File: config.mk
export PLATFORM = sky130hd
export DESIGN_NAME = multicycle_ctrl
export DESIGN_NICKNAME = d
export VERILOG_FILES = /design/src/rtl/multicycle_ctrl.sv
export SDC_FILE = /design/constraint.sdc
export NUM_CORES = 1
export LEC_CHECK = 0
export ABC_AREA = 1
export CORE_ASPECT_RATIO = 1.75
export CORE_MARGIN = 4
export CORE_UTILIZATION = 52
export CTS_CLUSTER_DIAMETER = 150
export DETAILED_ROUTE_END_ITERATION = 8
export GPL_ROUTABILITY_DRIVEN = 0
export PLACE_DENSITY = 0.88
export SLEW_MARGIN = 40
export SYNTH_ARGS = -nofsm -noshare
export SYNTH_HDL_FRONTEND = slang
export SYNTH_SLANG_ARGS = --single-unit
File: constraint.sdc
create_clock -name clk -period 2.2 [get_ports clk]
set_clock_uncertainty 0.2 [all_clocks]
set_input_delay 0.44 -clock clk [delete_from_list [all_inputs] [get_ports clk]]
set_output_delay 0.44 -clock clk [all_outputs]
set_load 0.01 [all_outputs]
File: src/rtl/multicycle_ctrl.sv
// Multicycle RV32I control sequencer: steps each instruction through fetch, decode,
// execute, memory and writeback, sharing one req/ready memory port between IR and data.
module multicycle_ctrl #(
    parameter int CNT_W   = 32,
    parameter int TIMEOUT = 255
) (
    input  logic             clk,
    input  logic             reset,
    input  logic [6:0]       opcode,
    input  logic [2:0]       funct3,
    input  logic             funct7b5,
    input  logic             Zero,
    input  logic             mem_ready,
    output logic             mem_req,
    output logic             mem_we,
    output logic             mem_sel_data,
    output logic             ir_we,
    output logic             pc_we,
    output logic [1:0]       ResultSrc,
    output logic             PCSrc,
    output logic             ALUSrc,
    output logic             RegWrite,
    output logic [1:0]       ImmSrc,
    output logic [2:0]       ALUControl,
    output logic             Jalr,
    output logic             illegal,
    output logic             timeout,
    output logic [CNT_W-1:0] retired,
    output logic [2:0]       state
);

    localparam int WAIT_W = (TIMEOUT > 0) ? $clog2(TIMEOUT + 1) : 1;

    localparam logic [6:0] OP_R      = 7'b0110011;
    localparam logic [6:0] OP_I      = 7'b0010011;
    localparam logic [6:0] OP_LOAD   = 7'b0000011;
    localparam logic [6:0] OP_STORE  = 7'b0100011;
    localparam logic [6:0] OP_BRANCH = 7'b1100011;
    localparam logic [6:0] OP_JAL    = 7'b1101111;
    localparam logic [6:0] OP_JALR   = 7'b1100111;
    localparam logic [6:0] OP_LUI    = 7'b0110111;
    localparam logic [6:0] OP_AUIPC  = 7'b0010111;

    localparam logic [2:0] ALU_ADD   = 3'b000;
    localparam logic [2:0] ALU_SUB   = 3'b001;
    localparam logic [2:0] ALU_AND   = 3'b010;
    localparam logic [2:0] ALU_OR    = 3'b011;
    localparam logic [2:0] ALU_XOR   = 3'b100;
    localparam logic [2:0] ALU_SLT   = 3'b101;
    localparam logic [2:0] ALU_SLTU  = 3'b110;
    localparam logic [2:0] ALU_SHIFT = 3'b111;

    typedef enum logic [2:0] {
        BOOT   = 3'd0,
        FETCH  = 3'd1,
        DECODE = 3'd2,
        EXEC   = 3'd3,
        MEM    = 3'd4,
        WB     = 3'd5,
        TRAP   = 3'd6
    } state_t;

    state_t            cur_state;
    state_t            next_state;
    logic [WAIT_W-1:0] wait_cnt;
    logic              wait_expired;

    logic is_r;
    logic is_i;
    logic is_load;
    logic is_store;
    logic is_branch;
    logic is_jal;
    logic is_jalr;
    logic is_u;
    logic legal;
    logic [2:0] alu_arith;
    logic [2:0] alu_branch;
    logic branch_taken;

    assign is_r      = (opcode == OP_R);
    assign is_i      = (opcode == OP_I);
    assign is_load   = (opcode == OP_LOAD);
    assign is_store  = (opcode == OP_STORE);
    assign is_branch = (opcode == OP_BRANCH);
    assign is_jal    = (opcode == OP_JAL);
    assign is_jalr   = (opcode == OP_JALR);
    assign is_u      = (opcode == OP_LUI) || (opcode == OP_AUIPC);
    assign legal     = is_r || is_i || is_load || is_store || is_branch ||
                       is_jal || is_jalr || is_u;

    // Immediate arithmetic has no subtract, so funct7b5 only selects sub for R-type.
    always_comb begin
        alu_arith = ALU_ADD;
        case (funct3)
            3'b000:  alu_arith = (is_r && funct7b5) ? ALU_SUB : ALU_ADD;
            3'b111:  alu_arith = ALU_AND;
            3'b110:  alu_arith = ALU_OR;
            3'b100:  alu_arith = ALU_XOR;
            3'b010:  alu_arith = ALU_SLT;
            3'b011:  alu_arith = ALU_SLTU;
            3'b001:  alu_arith = ALU_SHIFT;
            3'b101:  alu_arith = ALU_SHIFT;
            default: alu_arith = ALU_ADD;
        endcase
    end

    // For slt/sltu compares a non-zero result means "less than".
    always_comb begin
        alu_branch   = ALU_SUB;
        branch_taken = 1'b0;
        case (funct3)
            3'b000: begin alu_branch = ALU_SUB;  branch_taken = Zero;  end
            3'b001: begin alu_branch = ALU_SUB;  branch_taken = !Zero; end
            3'b100: begin alu_branch = ALU_SLT;  branch_taken = !Zero; end
            3'b101: begin alu_branch = ALU_SLT;  branch_taken = Zero;  end
            3'b110: begin alu_branch = ALU_SLTU; branch_taken = !Zero; end
            3'b111: begin alu_branch = ALU_SLTU; branch_taken = Zero;  end
            default: begin alu_branch = ALU_SUB; branch_taken = 1'b0;  end
        endcase
    end

    assign wait_expired = (TIMEOUT > 0) && mem_req && !mem_ready &&
                          (int'(wait_cnt) == TIMEOUT - 1);

    always_ff @(posedge clk or posedge reset) begin
        if (reset) begin
            cur_state <= BOOT;
        end else begin
            cur_state <= next_state;
        end
    end

    always_comb begin
        next_state = cur_state;
        case (cur_state)
            BOOT:    next_state = FETCH;
            FETCH: begin
                if (mem_ready) begin
                    next_state = DECODE;
                end else if (wait_expired) begin
                    next_state = TRAP;
                end
            end
            DECODE:  next_state = legal ? EXEC : TRAP;
            EXEC:    next_state = (is_load || is_store) ? MEM : FETCH;
            MEM: begin
                if (mem_ready) begin
                    next_state = is_store ? FETCH : WB;
                end else if (wait_expired) begin
                    next_state = TRAP;
                end
            end
            WB:      next_state = FETCH;
            TRAP:    next_state = TRAP;
            default: next_state = BOOT;
        endcase
    end

    // MEM keeps the EXEC address operands so ALUResult stays stable across wait states.
    always_comb begin
        mem_req      = 1'b0;
        mem_we       = 1'b0;
        mem_sel_data = 1'b0;
        ir_we        = 1'b0;
        pc_we        = 1'b0;
        ResultSrc    = 2'b00;
        PCSrc        = 1'b0;
        ALUSrc       = 1'b0;
        RegWrite     = 1'b0;
        ImmSrc       = 2'b00;
        ALUControl   = ALU_ADD;
        Jalr         = 1'b0;
        case (cur_state)
            FETCH: begin
                mem_req = 1'b1;
                ir_we   = mem_ready;
            end
            EXEC: begin
                if (is_r) begin
                    RegWrite   = 1'b1;
                    pc_we      = 1'b1;
                    ALUControl = alu_arith;
                end else if (is_i) begin
                    ALUSrc     = 1'b1;
                    RegWrite   = 1'b1;
                    pc_we      = 1'b1;
                    ALUControl = alu_arith;
                end else if (is_u) begin
                    ResultSrc = 2'b11;
                    RegWrite  = 1'b1;
                    pc_we     = 1'b1;
                end else if (is_branch) begin
                    ImmSrc     = 2'b10;
                    pc_we      = 1'b1;
                    ALUControl = alu_branch;
                    PCSrc      = branch_taken;
                end else if (is_jal) begin
                    ImmSrc    = 2'b11;
                    PCSrc     = 1'b1;
                    ResultSrc = 2'b10;
                    RegWrite  = 1'b1;
                    pc_we     = 1'b1;
                end else if (is_jalr) begin
                    ALUSrc    = 1'b1;
                    Jalr      = 1'b1;
                    ResultSrc = 2'b10;
                    RegWrite  = 1'b1;
                    pc_we     = 1'b1;
                end else if (is_load || is_store) begin
                    ALUSrc = 1'b1;
                    ImmSrc = is_store ? 2'b01 : 2'b00;
                end
            end
            MEM: begin
                mem_req      = 1'b1;
                mem_sel_data = 1'b1;
                mem_we       = is_store;
                ALUSrc       = 1'b1;
                ImmSrc       = is_store ? 2'b01 : 2'b00;
                pc_we        = is_store && mem_ready;
            end
            WB: begin
                ResultSrc = 2'b01;
                RegWrite  = 1'b1;
                pc_we     = 1'b1;
            end
            default: ;
        endcase
    end

    always_ff @(posedge clk or posedge reset) begin
        if (reset) begin
            wait_cnt <= '0;
        end else if (mem_req && !mem_ready) begin
            wait_cnt <= wait_cnt + WAIT_W'(1);
        end else begin
            wait_cnt <= '0;
        end
    end

    always_ff @(posedge clk or posedge reset) begin
        if (reset) begin
            illegal <= 1'b0;
            timeout <= 1'b0;
            retired <= '0;
        end else begin
            if (cur_state == DECODE && !legal) begin
                illegal <= 1'b1;
            end
            if (wait_expired) begin
                timeout <= 1'b1;
            end
            if (pc_we && cur_state != TRAP && retired != '1) begin
                retired <= retired + CNT_W'(1);
            end
        end
    end

    assign state = cur_state;

endmodule
# After elaboration in Yosys (flattened, before gate mapping)
# Index checks and enable logic that the tools add are counted.
# totals
out_inout_bits	53
regBits	45
# classes
n_reduce_logical	28
n_addsub	2
mux	69
eq_ne	25
# ops
cell	count
2-to-1 mux 1 bit	37
2-to-1 mux 3 bit	11
adder 32 x 1 -> 32 bit (second input constant)	1
!= test 32 bit (second input constant)	1
2-to-1 mux 2 bit	11
== test 3 bit (second input constant)	7
== test 7 x 6 -> 1 bit (second input constant)	3
== test 7 bit (second input constant)	3
case mux 3 bit (7 select lines)	1
case mux 3 bit (6 select lines)	1
== test 7 x 5 -> 1 bit (second input constant)	2
== test 3 x 2 -> 1 bit (second input constant)	4
OR reduction 2 bit	5
logical OR 1 bit	9
adder 8 x 1 -> 8 bit (second input constant)	1
== test 8 x 2 -> 1 bit (second input constant)	1
2-to-1 mux 8 bit	1
case mux 2 bit (2 select lines)	2
== test 7 x 2 -> 1 bit (second input constant)	1
logical AND 1 bit	7
== test 3 x 1 -> 1 bit (second input constant)	2
zero test 3 bit	2
case mux 1 bit (2 select lines)	3
case mux 3 bit (2 select lines)	1
other kinds (4)	7

# Logic depth before layout (Yosys ltp)
# Gate-level depths: netlist of the first run.
# logic_depth
depth_word	10
depth_mapped	12

# Least setup slack after synthesis of the first run
# Ideal clock, no wire load.
# synth_timing
kind	register -> output
from	register cur_state[1], in the netlist state[1]
to	output PCSrc
path_slack_ps	23
stages_incl_launch_ff	6
t_arrival_ps	1537
n_path_buf	0
cell_sequence	dfrtp_1 > inv_1 > nor3_4 > nand3_1 > nor2_1 > a21boi_0
# synth_via
elab_chain_len	2
# synth_rtl
item	line_no	source
start: declaration	63	state_t cur_state;
start signal: assignment	130	cur_state <= next_state;
== test 3 x 2 -> 1 bit	174	case (cur_state)
2-to-1 mux 1 bit	174	
end: declaration	20	output logic PCSrc,
# No other way between the ends.

# Final worst setup path of the first run
# layout_timing
from	register cur_state[0], in the netlist state[0]
to	output Jalr
# layout_via
elab_chain_len	2
# layout_rtl
item	line_no	source
== test 3 x 2 -> 1 bit	174	
2-to-1 mux 1 bit	174	
end: declaration	25	output logic Jalr,
# No other way between the ends.

==> impl_metrics.json, run 1 <==
{
  "status": "complete, but fails checks",
  "violations": "negative setup slack",
  "cpMaxStageDelayCell": "dfrtp_1",
  "grt_pass1_wl_um": 17400,
  "globalRouteOverflowTotal": 0,
  "total_power_consumption_of_the_routed_design_mw": 2.76,
  "hpwlAfterDp_um": 7610,
  "groute.usage.overall": 0.301,
  "htree_num_levels": 2,
  "synth_seq_area_share": 0.350,
  "io_buf_count": 67,
  "min_path_type": "primary input to async pin",
  "maxCapViolations": 0,
  "path_max_fanout": 5,
  "report.final.hold_viol_count": 0,
  "most_common_cell_after_layout_fill_and_taps_aside": "nand2_1",
  "postRouteAntennaNets": 0,
  "power.static_leakage_nw": 2.19,
  "sw_frac_of_total": 0.365,
  "power_report.internal_total_mw": 1.75,
  "setup_viol": 8,
  "path_class": "register to output port",
  "most-common-layout-cells": "nand2_1, nor2_1, dfrtp_1",
  "postSynthNetCount": 505,
  "firstDrtPassIters": 5,
  "slew_violations": 0,
  "r2r-end": "retired[9]",
  "core_region_area_um2": 5970,
  "dpl_cell_area_um2": 4230,
  "initialDrtViolationCount": 466,
  "number_of_buffers_and_inverters_on_the_critical_path": 3,
  "synthToLayoutAreaGrowth_pct": 42.8,
  "layout_min_cycle_time_ns": 2.40,
  "r2r_slack_ns": 0.15,
  "timing.critical_path.arrival_ns": 1.76,
  "critical_path.top_delay_family": "simple AND/OR/NAND/NOR gates",
  "worst_ir_drop_vdd_mv": 0.501,
  "syn-cell-area_um2": 3220,
  "fmax_ghz": 0.416,
  "power.net_switching_mw": 1.01,
  "cts-buffers-inserted": 5,
  "post_synth.cell_area_avg_um2": 6.61,
  "cellPowerDensity_nw_per_um2": 600,
  "yosys_warnings": 0,
  "detail_routed_via_count_per_cell": 5.54,
  "final_critical_path_setup_slack_ns": -0.205,
  "chipWidth_um": 67.5,
  "comb_power_share": 0.414,
  "antenna_cells": 0,
  "design_area_um2": 4600,
  "antenna_found_initial": 0,
  "post_route_cells_drive_above_1_share": 0.231,
  "crit_path_end_kind": "output port",
  "critPathLaunchType": "register",
  "rsz0062_at_grt": "yes",
  "rr_startpoint": "state[0]",
  "crit_required_ns": 1.56,
  "grt_pass1_vias": 3825,
  "clock-root-buffer": "clkbuf_8",
  "minimum_setup_slack_after_placement_ns": -0.917,
  "detail_route.wl_per_cell_um": 16.2,
  "initial_core_util": 0.539,
  "pin_count": 68,
  "timing.max_slew.rel_slack": 0.691,
  "filler_cell_count": 427,
  "synth_cells": 487,
  "clock_power_share": 0.244,
  "cts_tree": "done",
  "floorplan.die_area_um2": 7570,
  "die_h_um": 112,
  "fin_util": 0.770,
  "crit_end": "Jalr",
  "cts.sink_count": 45,
  "setup.worst_path.start": "state[0]",
  "post_detailed_routing_wire_length_um": 11000,
  "worst_path_largest_cell_delay_ns": 0.37,
  "fin_crit_sh": 1.09,
  "worstMarginPinSlew_ns": 0.462,
  "clkLatencyLatePin_ns": 0.31,
  "seq_power_share": 0.342,
  "path_depth": 6,
  "grt_start_max_net_pins": 46,
  "cp_cell_sequence": "inv_2, nor3_4, nand3_2, buf_6, nor4_4, buf_2",
  "synthDistinctLibCells": 35,
  "worst_setup_hold_path_clk_slew_ns": 0.09,
  "vias": 3770,
  "design.final.nets": 619,
  "ff2ff_path_depth": 9,
  "clock_path_buffers": 2,
  "drc_errors": 0,
  "rows": 37,
  "synth.ff_latch_count": 45
}
-- how the worst min path moves through the flow --
| stage | endpoint | slack, ns | startpoint | cells after the start |
|---|---|---|---|---|
| finish | retired[13] | 0.26 | reset | 3 |
| global route | retired[13] | 0.29 | reset | 3 |
| CTS | illegal | 0.27 | illegal | 2 |
| detailed placement | illegal | 0.25 | illegal | 2 |
| global placement | illegal | 0.25 | illegal | 2 |
| floorplan | wait_cnt[0] | 0.27 | wait_cnt[0] | 1 |
-- logic make-up (layout without fill, tap and decap cells) --
logic type               Yosys count  in the layout  share of synthesized area
AND/OR/NAND/NOR                  357            357                      0.488
flip-flops                        45             45                      0.350
buffers and inverters             42            157                     0.0602
AO/OA/AOI/OAI                     22             22                     0.0412
XOR/XNOR                          18             18                     0.0490
adder cells (fa/ha/maj)            3              3                     0.0117
-- worst min-delay path, stage by stage --
cell and delay, ns:
clkdlybuf4s50_1 0.41, inv_2 0.07, buf_12 0.24
-- stage by stage --
step           hold slack [ns]  instances  setup TNS (ns)
4_1_cts                  0.274        677          -0.547
3_3_place_gp             0.253        663          -21.76
6_report                 0.261        680          -0.690
3_5_place_dp             0.254        663          -25.77
2_1_floorplan            0.275        487               0
5_1_grt                  0.292        680           -1.51
-- Yosys cell counts (all sizes together) --
cell	number	area share
nand2	199	0.24
nor2	82	0.11
nand3	46	0.073
dfrtp	45	0.35
inv	33	0.038
nand3b	17	0.040
xor2	14	0.038
buf	9	0.022
o21ai	8	0.014
nor3	7	0.014
a21oi	6	0.0093
xnor2	4	0.011
ha	3	0.012
nand4	3	0.0058
o31ai	2	0.0047
a211o	1	0.0027
a211oi	1	0.0023
a21boi	1	0.0023
a31oi	1	0.0019
nor3b	1	0.0039
nor4	1	0.0019
o211ai	1	0.0023
o22ai	1	0.0019
or2	1	0.0019
-- power groups by stage --
stage | Sequential, mW | Combinational, mW | Clock, mW
final | 0.944 | 1.14 | 0.675
after global routing | 0.956 | 1.22 | 0.714
after CTS | 0.942 | 1.05 | 0.680
after detailed placement | 0.956 | 0.998 | 0
after global placement | 0.955 | 0.977 | 0
after floorplan | 0.998 | 0.453 | 0
-- layer usage --
metal	track usage	wire length [um]	up-vias
li1	-	-	1773
met1	0.287	3460	1778
met2	0.539	6140	166
met3	0.0541	657	53
met4	0.226	724	0
met5	0	0	-
-- sequential cells by signal, indices dropped and copies added, names as in the netlist --
signal and count:
illegal 1, retired 32, state 3, timeout 1, wait_cnt 8
-- layout make-up --
class	count	area, um2	share of cell area
Clock buffer	7	86.3	0.0188
Clock inverter	1	30.0	0.00653
Inverter	33	129	0.0280
Multi-Input combinational cell	400	2150	0.467
Sequential cell	45	1130	0.245
Tap cell	78	97.6	0.0212
Timing Repair Buffer	116	981	0.213
-- repair_timing --
action                                  in CTS  in global routing
endpoints found under the setup margin      48                 40
buffers inserted                             6                  4
resized for setup                          122                 36
hold buffers                                 0                  0
pin swaps                                   19                 18
(Power assumes the default switching activity.)
==> inputs of run 2 (changes only) <==
Settings changed: RECOVER_POWER set to 50.
==> run 2 against run 1 <==
Compared with the run above: the run still ends with negative setup slack left; maximum frequency about the same; setup slack about the same; first-iteration DRC count rose by 21%; critical endpoint unchanged; largest cell class unchanged.
==> impl_metrics.json, run 2 (synthesis gave the netlist of run 1 again) <==
{
  "firstDrtPassIters": 4,
  "rows": 37,
  "r2r_slack_ns": 0.05,
  "setup_viol": 12,
  "finish.cell_count_without_fillers": 680,
  "global_route.peak_usage_layer": "met2",
  "die_h_um": 112,
  "grt_use_met2": 0.539,
  "layout_min_cycle_time_ns": 2.40,
  "post_detailed_routing_wire_length_um": 10900,
  "hold_path.startpoint": "illegal",
  "vias": 3736,
  "comb_power_share": 0.408,
  "cts_tree": "done",
  "most-common-layout-cells": "nand2_1, nor2_1, dfrtp_1",
  "finalSetupTns_ns": -0.877,
  "worst_setup_hold_path_clk_slew_ns": 0.08,
  "design.final.nets": 619,
  "holdWs_ns": 0.266,
  "synthToLayoutAreaGrowth_pct": 41.8,
  "largest-register": "retired",
  "postRouteAntennaNets": 0,
  "power.static_leakage_nw": 2.18,
  "most_common_cell_after_layout_fill_and_taps_aside": "nand2_1",
  "drc_errors": 0,
  "initial_core_util": 0.539,
  "post_route_cells_drive_above_1_share": 0.221,
  "worst_ir_drop_vdd_mv": 0.535,
  "hpwlAfterDp_um": 7610,
  "clock_path_buffers": 2,
  "slew_violations": 0,
  "post_cts_hold_buffer_count": 0,
  "detail_routed_via_count_per_cell": 5.49,
  "design_area_um2": 4570,
  "dpl_cell_area_um2": 4230,
  "rr_startpoint": "state[2]",
  "path_max_fanout": 5,
  "ff2ff_path_depth": 11,
  "whs_path_depth": 2,
  "hold-path-endpoint": "illegal",
  "rsz0062_at_grt": "yes",
  "clock-root-buffer": "clkbuf_8",
  "minimum_setup_slack_after_placement_ns": -0.917,
  "globalRouteOverflowTotal": 0,
  "report.final.hold_viol_count": 0,
  "worstMarginPinSlew_ns": 1.15,
  "maxCapViolations": 0,
  "flip_flop_count_of_the_largest_register_all_copies_and_words_added": 32,
  "placed_cells_incl_taps": 663,
  "seq_power_share": 0.345,
  "clock_power_share": 0.246,
  "chipWidth_um": 67.5,
  "groute.usage.overall": 0.301,
  "initialDrtViolationCount": 562,
  "critPathLaunchType": "register",
  "filler_cell_count": 434,
  "power.net_switching_mw": 0.999,
  "antenna_cells": 0,
  "io_buf_count": 67,
  "sw_frac_of_total": 0.366,
  "grt_pass1_wl_um": 17400,
  "fin_util": 0.765,
  "power_report.internal_total_mw": 1.73,
  "cts-buffers-inserted": 5,
  "grt_start_max_net_pins": 46,
  "grtUsageMet3": 0.0541,
  "path_class": "register to output port",
  "detail_route.wl_per_cell_um": 16.1,
  "crit_required_ns": 1.56,
  "fin_crit_sh": 1.09,
  "grt_pass1_vias": 3825,
  "floorplan.die_area_um2": 7570,
  "violations": "negative setup slack",
  "core_region_area_um2": 5970,
  "final_critical_path_setup_slack_ns": -0.205,
  "timing.critical_path.arrival_ns": 1.76,
  "cellPowerDensity_nw_per_um2": 598,
  "r2r-end": "retired[9]",
  "pin_count": 68,
  "antenna_found_initial": 0,
  "timing.max_slew.rel_slack": 0.234,
  "status": "complete, but fails checks",
  "clkLatencyLatePin_ns": 0.31,
  "htree_num_levels": 2,
  "cts.sink_count": 45,
  "fmax_ghz": 0.416,
  "total_power_consumption_of_the_routed_design_mw": 2.73,
  "globalRouteMet1Util": 0.287,
  "crit_path_end_kind": "output port",
  "min_path_type": "register to register"
}
==> run 2: cell types whose count changed in the layout (fill, tap and decap cells not counted), sizes merged <==
cell / change
clkdlybuf4s50: -9
dlygate4sd3: +9
buf: -5
clkbuf: +5
clkinv: +1
inv: -1
==> run 2: critical path, stage by stage, from the launching register on <==
cell and delay [ns]:
dfrtp_1 0.37, inv_2 0.06, nor3_4 0.34, nand3_2 0.20, buf_6 0.17, nor4_4 0.13
buf_2 0.18
==> run 2: power groups by stage <==
| stage | logic [mW] | clock network, mW | registers [mW] |
|---|---|---|---|
| finish | 1.12 | 0.673 | 0.944 |
| global route | 1.19 | 0.714 | 0.956 |
| CTS | 1.05 | 0.680 | 0.942 |
| detailed placement | 0.998 | 0 | 0.956 |
| global placement | 0.977 | 0 | 0.955 |
| floorplan | 0.453 | 0 | 0.998 |
==> run 2: worst max-delay path by stage <==
| stage | startpoint | end | slack [ns] |
|---|---|---|---|
| 2_1_floorplan | state[1] | PCSrc | 0.02 |
| 3_3_place_gp | opcode[2] | ALUSrc | -0.81 |
| 3_5_place_dp | opcode[2] | ALUSrc | -0.92 |
| 4_1_cts | state[2] | ALUSrc | -0.16 |
| 5_1_grt | state[0] | ImmSrc[0] | -0.28 |
| 6_report | state[0] | Jalr | -0.20 |
==> run 2: layout make-up <==
cell class              instances  area, um2  area share
clock buffers                   7       86.3      0.0189
clock inverters                 1       30.0     0.00658
inverters                      33        129      0.0282
multi-input cells             400       2140       0.469
flip-flops and latches         45       1130       0.247
well taps                      78       97.6      0.0214
repair buffers                116        955       0.209
==> run 2: repair_timing <==
| action | CTS | global route |
|---|---|---|
| gates resized for setup | 122 | 36 |
| buffers inserted | 6 | 4 |
| endpoints found under the setup margin | 48 | 40 |
| pin swaps | 19 | 18 |
==> run 2: routing by layer <==
metal	vias to the layer above	part of all wire
li1	1771	-
met1	1736	0.31
met2	180	0.56
met3	49	0.063
met4	0	0.064
met5	-	0
==> inputs of run 3 (changes only) <==
--- a/config.mk
+++ b/config.mk
@@ -16,2 +16,3 @@
 export RECOVER_POWER = 50
+export SKIP_LAST_GASP = 1
 export SLEW_MARGIN = 40
--- a/constraint.sdc
+++ b/constraint.sdc
@@ -4,2 +4,2 @@
 set_output_delay 0.44 -clock clk [all_outputs]
-set_load 0.01 [all_outputs]
+set_load 0.02 [all_outputs]
==> run 3 against run 2 <==
Compared with the run above: highest routed layer unchanged; combinational power increased by 5%; largest cell class unchanged; register-to-register slack about the same; sequential power increased by 0.6%; final area decreased by 0.63%; total power increased by 1.9%; global-route usage decreased by 0.36 points; the run still ends with negative setup slack left; die area unchanged; utilization decreased by 0.48 points.
==> impl_metrics.json, run 3 (synthesis gave the netlist of run 1 again) <==
{
  "path_class": "primary input to output port",
  "cts.sink_count": 45,
  "slew_violations": 0,
  "timing.critical_path.arrival_ns": 1.70,
  "most-common-layout-cells": "nand2_1, nor2_1, dfrtp_1",
  "rr_startpoint": "state[1]",
  "status": "complete, but fails checks",
  "flip_flop_count_of_the_largest_register_all_copies_and_words_added": 32,
  "rows": 37,
  "fin_crit_sh": 1.07,
  "detail_routed_via_count_per_cell": 5.61,
  "min_path_type": "register to register",
  "placed_cells_incl_taps": 661,
  "worst_setup_hold_path_clk_slew_ns": 0.08,
  "postRouteAntennaNets": 0,
  "groute.usage.overall": 0.297,
  "final_critical_path_setup_slack_ns": -0.143,
  "htree_num_levels": 2,
  "grt_pass1_wl_um": 17300,
  "clock-root-buffer": "clkbuf_8",
  "maxCapViolations": 0,
  "post_cts_hold_buffer_count": 0,
  "post_route_cells_drive_above_1_share": 0.201,
  "setup_viol": 11,
  "pin_count": 68,
  "synthToLayoutAreaGrowth_pct": 40.9,
  "power.static_leakage_nw": 2.12,
  "antenna_cells": 0,
  "hpwlAfterDp_um": 7650,
  "seq_power_share": 0.341,
  "detail_route.wl_per_cell_um": 16.1,
  "crit_path_end_kind": "output port",
  "hold_path.startpoint": "timeout",
  "worstMarginPinSlew_ns": 0.803,
  "cellPowerDensity_nw_per_um2": 614,
  "initialDrtViolationCount": 341,
  "core_region_area_um2": 5970,
  "die_h_um": 112,
  "critPathLaunchType": "primary input",
  "ff2ff_path_depth": 13,
  "comb_power_share": 0.422,
  "hold-path-endpoint": "timeout",
  "crit_required_ns": 1.56,
  "drc_errors": 0,
  "clock_path_buffers": 2,
  "vias": 3794,
  "firstDrtPassIters": 5,
  "path_max_fanout": 2,
  "fmax_ghz": 0.427,
  "largest-register": "retired",
  "whs_path_depth": 1,
  "chipWidth_um": 67.5,
  "most_common_cell_after_layout_fill_and_taps_aside": "nand2_1",
  "initial_core_util": 0.539,
  "r2r_slack_ns": 0.05,
  "floorplan.die_area_um2": 7570,
  "filler_cell_count": 409,
  "power.net_switching_mw": 1.05,
  "rsz0062_at_grt": "yes",
  "timing.max_slew.rel_slack": 0.464,
  "worst_ir_drop_vdd_mv": 0.541,
  "layout_min_cycle_time_ns": 2.34,
  "violations": "negative setup slack",
  "design.final.nets": 615,
  "cts-buffers-inserted": 5,
  "post_detailed_routing_wire_length_um": 10900,
  "grt_pass1_vias": 3934,
  "clock_power_share": 0.236,
  "antenna_found_initial": 0,
  "sw_frac_of_total": 0.378,
  "holdWs_ns": 0.277,
  "finish.cell_count_without_fillers": 676,
  "globalRouteOverflowTotal": 0,
  "report.final.hold_viol_count": 0,
  "cts_tree": "done",
  "clkLatencyLatePin_ns": 0.31,
  "power_report.internal_total_mw": 1.73,
  "io_buf_count": 67,
  "r2r-end": "retired[19]",
  "grt_start_max_net_pins": 34
}
-- run 3: cell count changes in the layout (fill, tap and decap cells not counted), sizes merged --
cell / change
inv: +1
dlygate4sd3: -8
clkbuf: -6
clkinv: -1
buf: -3
clkdlybuf4s50: +8
clkdlybuf4s15: +5
-- run 3: critical path: stages --
cell and delay [ns]:
clkdlybuf4s15_2 0.22, buf_4 0.15, nor2_4 0.14, nand2_2 0.09
nor2_4 0.17, nor3_2 0.10, o31ai_4 0.23, buf_6 0.16
-- run 3: timing repair --
item,CTS,global route
resized for setup,130,20
setup buffers,6,2
pin swaps,12,5
endpoints found under the setup margin,48,48
-- run 3: per-stage QoR --
step                      cell area (um2)  power, mW  setup slack (ns)  TNS, ns  utilization
final                                4540       2.78            -0.143   -0.800        0.760
after global routing                 4540       2.91            -0.206    -1.97        0.760
after CTS                            4530       2.74            -0.101   -0.375        0.759
after detailed placement             4260       2.03            -0.877   -30.00        0.713
after global placement               4260       2.01            -0.776   -26.64        0.713
after floorplan                      3250       1.53            -0.129   -0.129            -
-- run 3: routing by layer --
layer / global-route usage / routed length [um]
met5: 0 / 0
met4: 0.225 / 776
met3: 0.0521 / 617
met2: 0.552 / 6060
met1: 0.264 / 3450
-- run 3: area by class of cell --
class                           count  area (um2)  area share
Clock buffer                        7        86.3      0.0190
Clock inverter                      1        30.0     0.00662
Inverter                           33         129      0.0284
Multi-Input combinational cell    400        2080       0.458
Sequential cell                    45        1130       0.248
Tap cell                           78        97.6      0.0215
Timing Repair Buffer              112         991       0.218
-- run 3: power groups by stage --
stage	registers (mW)	logic (mW)	clock network, mW
after floorplan	1.03	0.491	0
after global placement	0.961	1.05	0
after detailed placement	0.962	1.07	0
after CTS	0.947	1.13	0.667
after global routing	0.957	1.25	0.701
final	0.950	1.18	0.658
-- run 3: how the worst max path moves through the flow --
stage          startpoint     end  slack [ns]  cells after the start
5_1_grt          state[2]   PCSrc       -0.21                      6
4_1_cts          state[2]   PCSrc       -0.10                      6
2_1_floorplan    state[1]   PCSrc       -0.13                      5
6_report        opcode[3]  ALUSrc       -0.14                      8
3_3_place_gp    opcode[2]  ALUSrc       -0.78                      7
3_5_place_dp    opcode[3]  ALUSrc       -0.88                      8
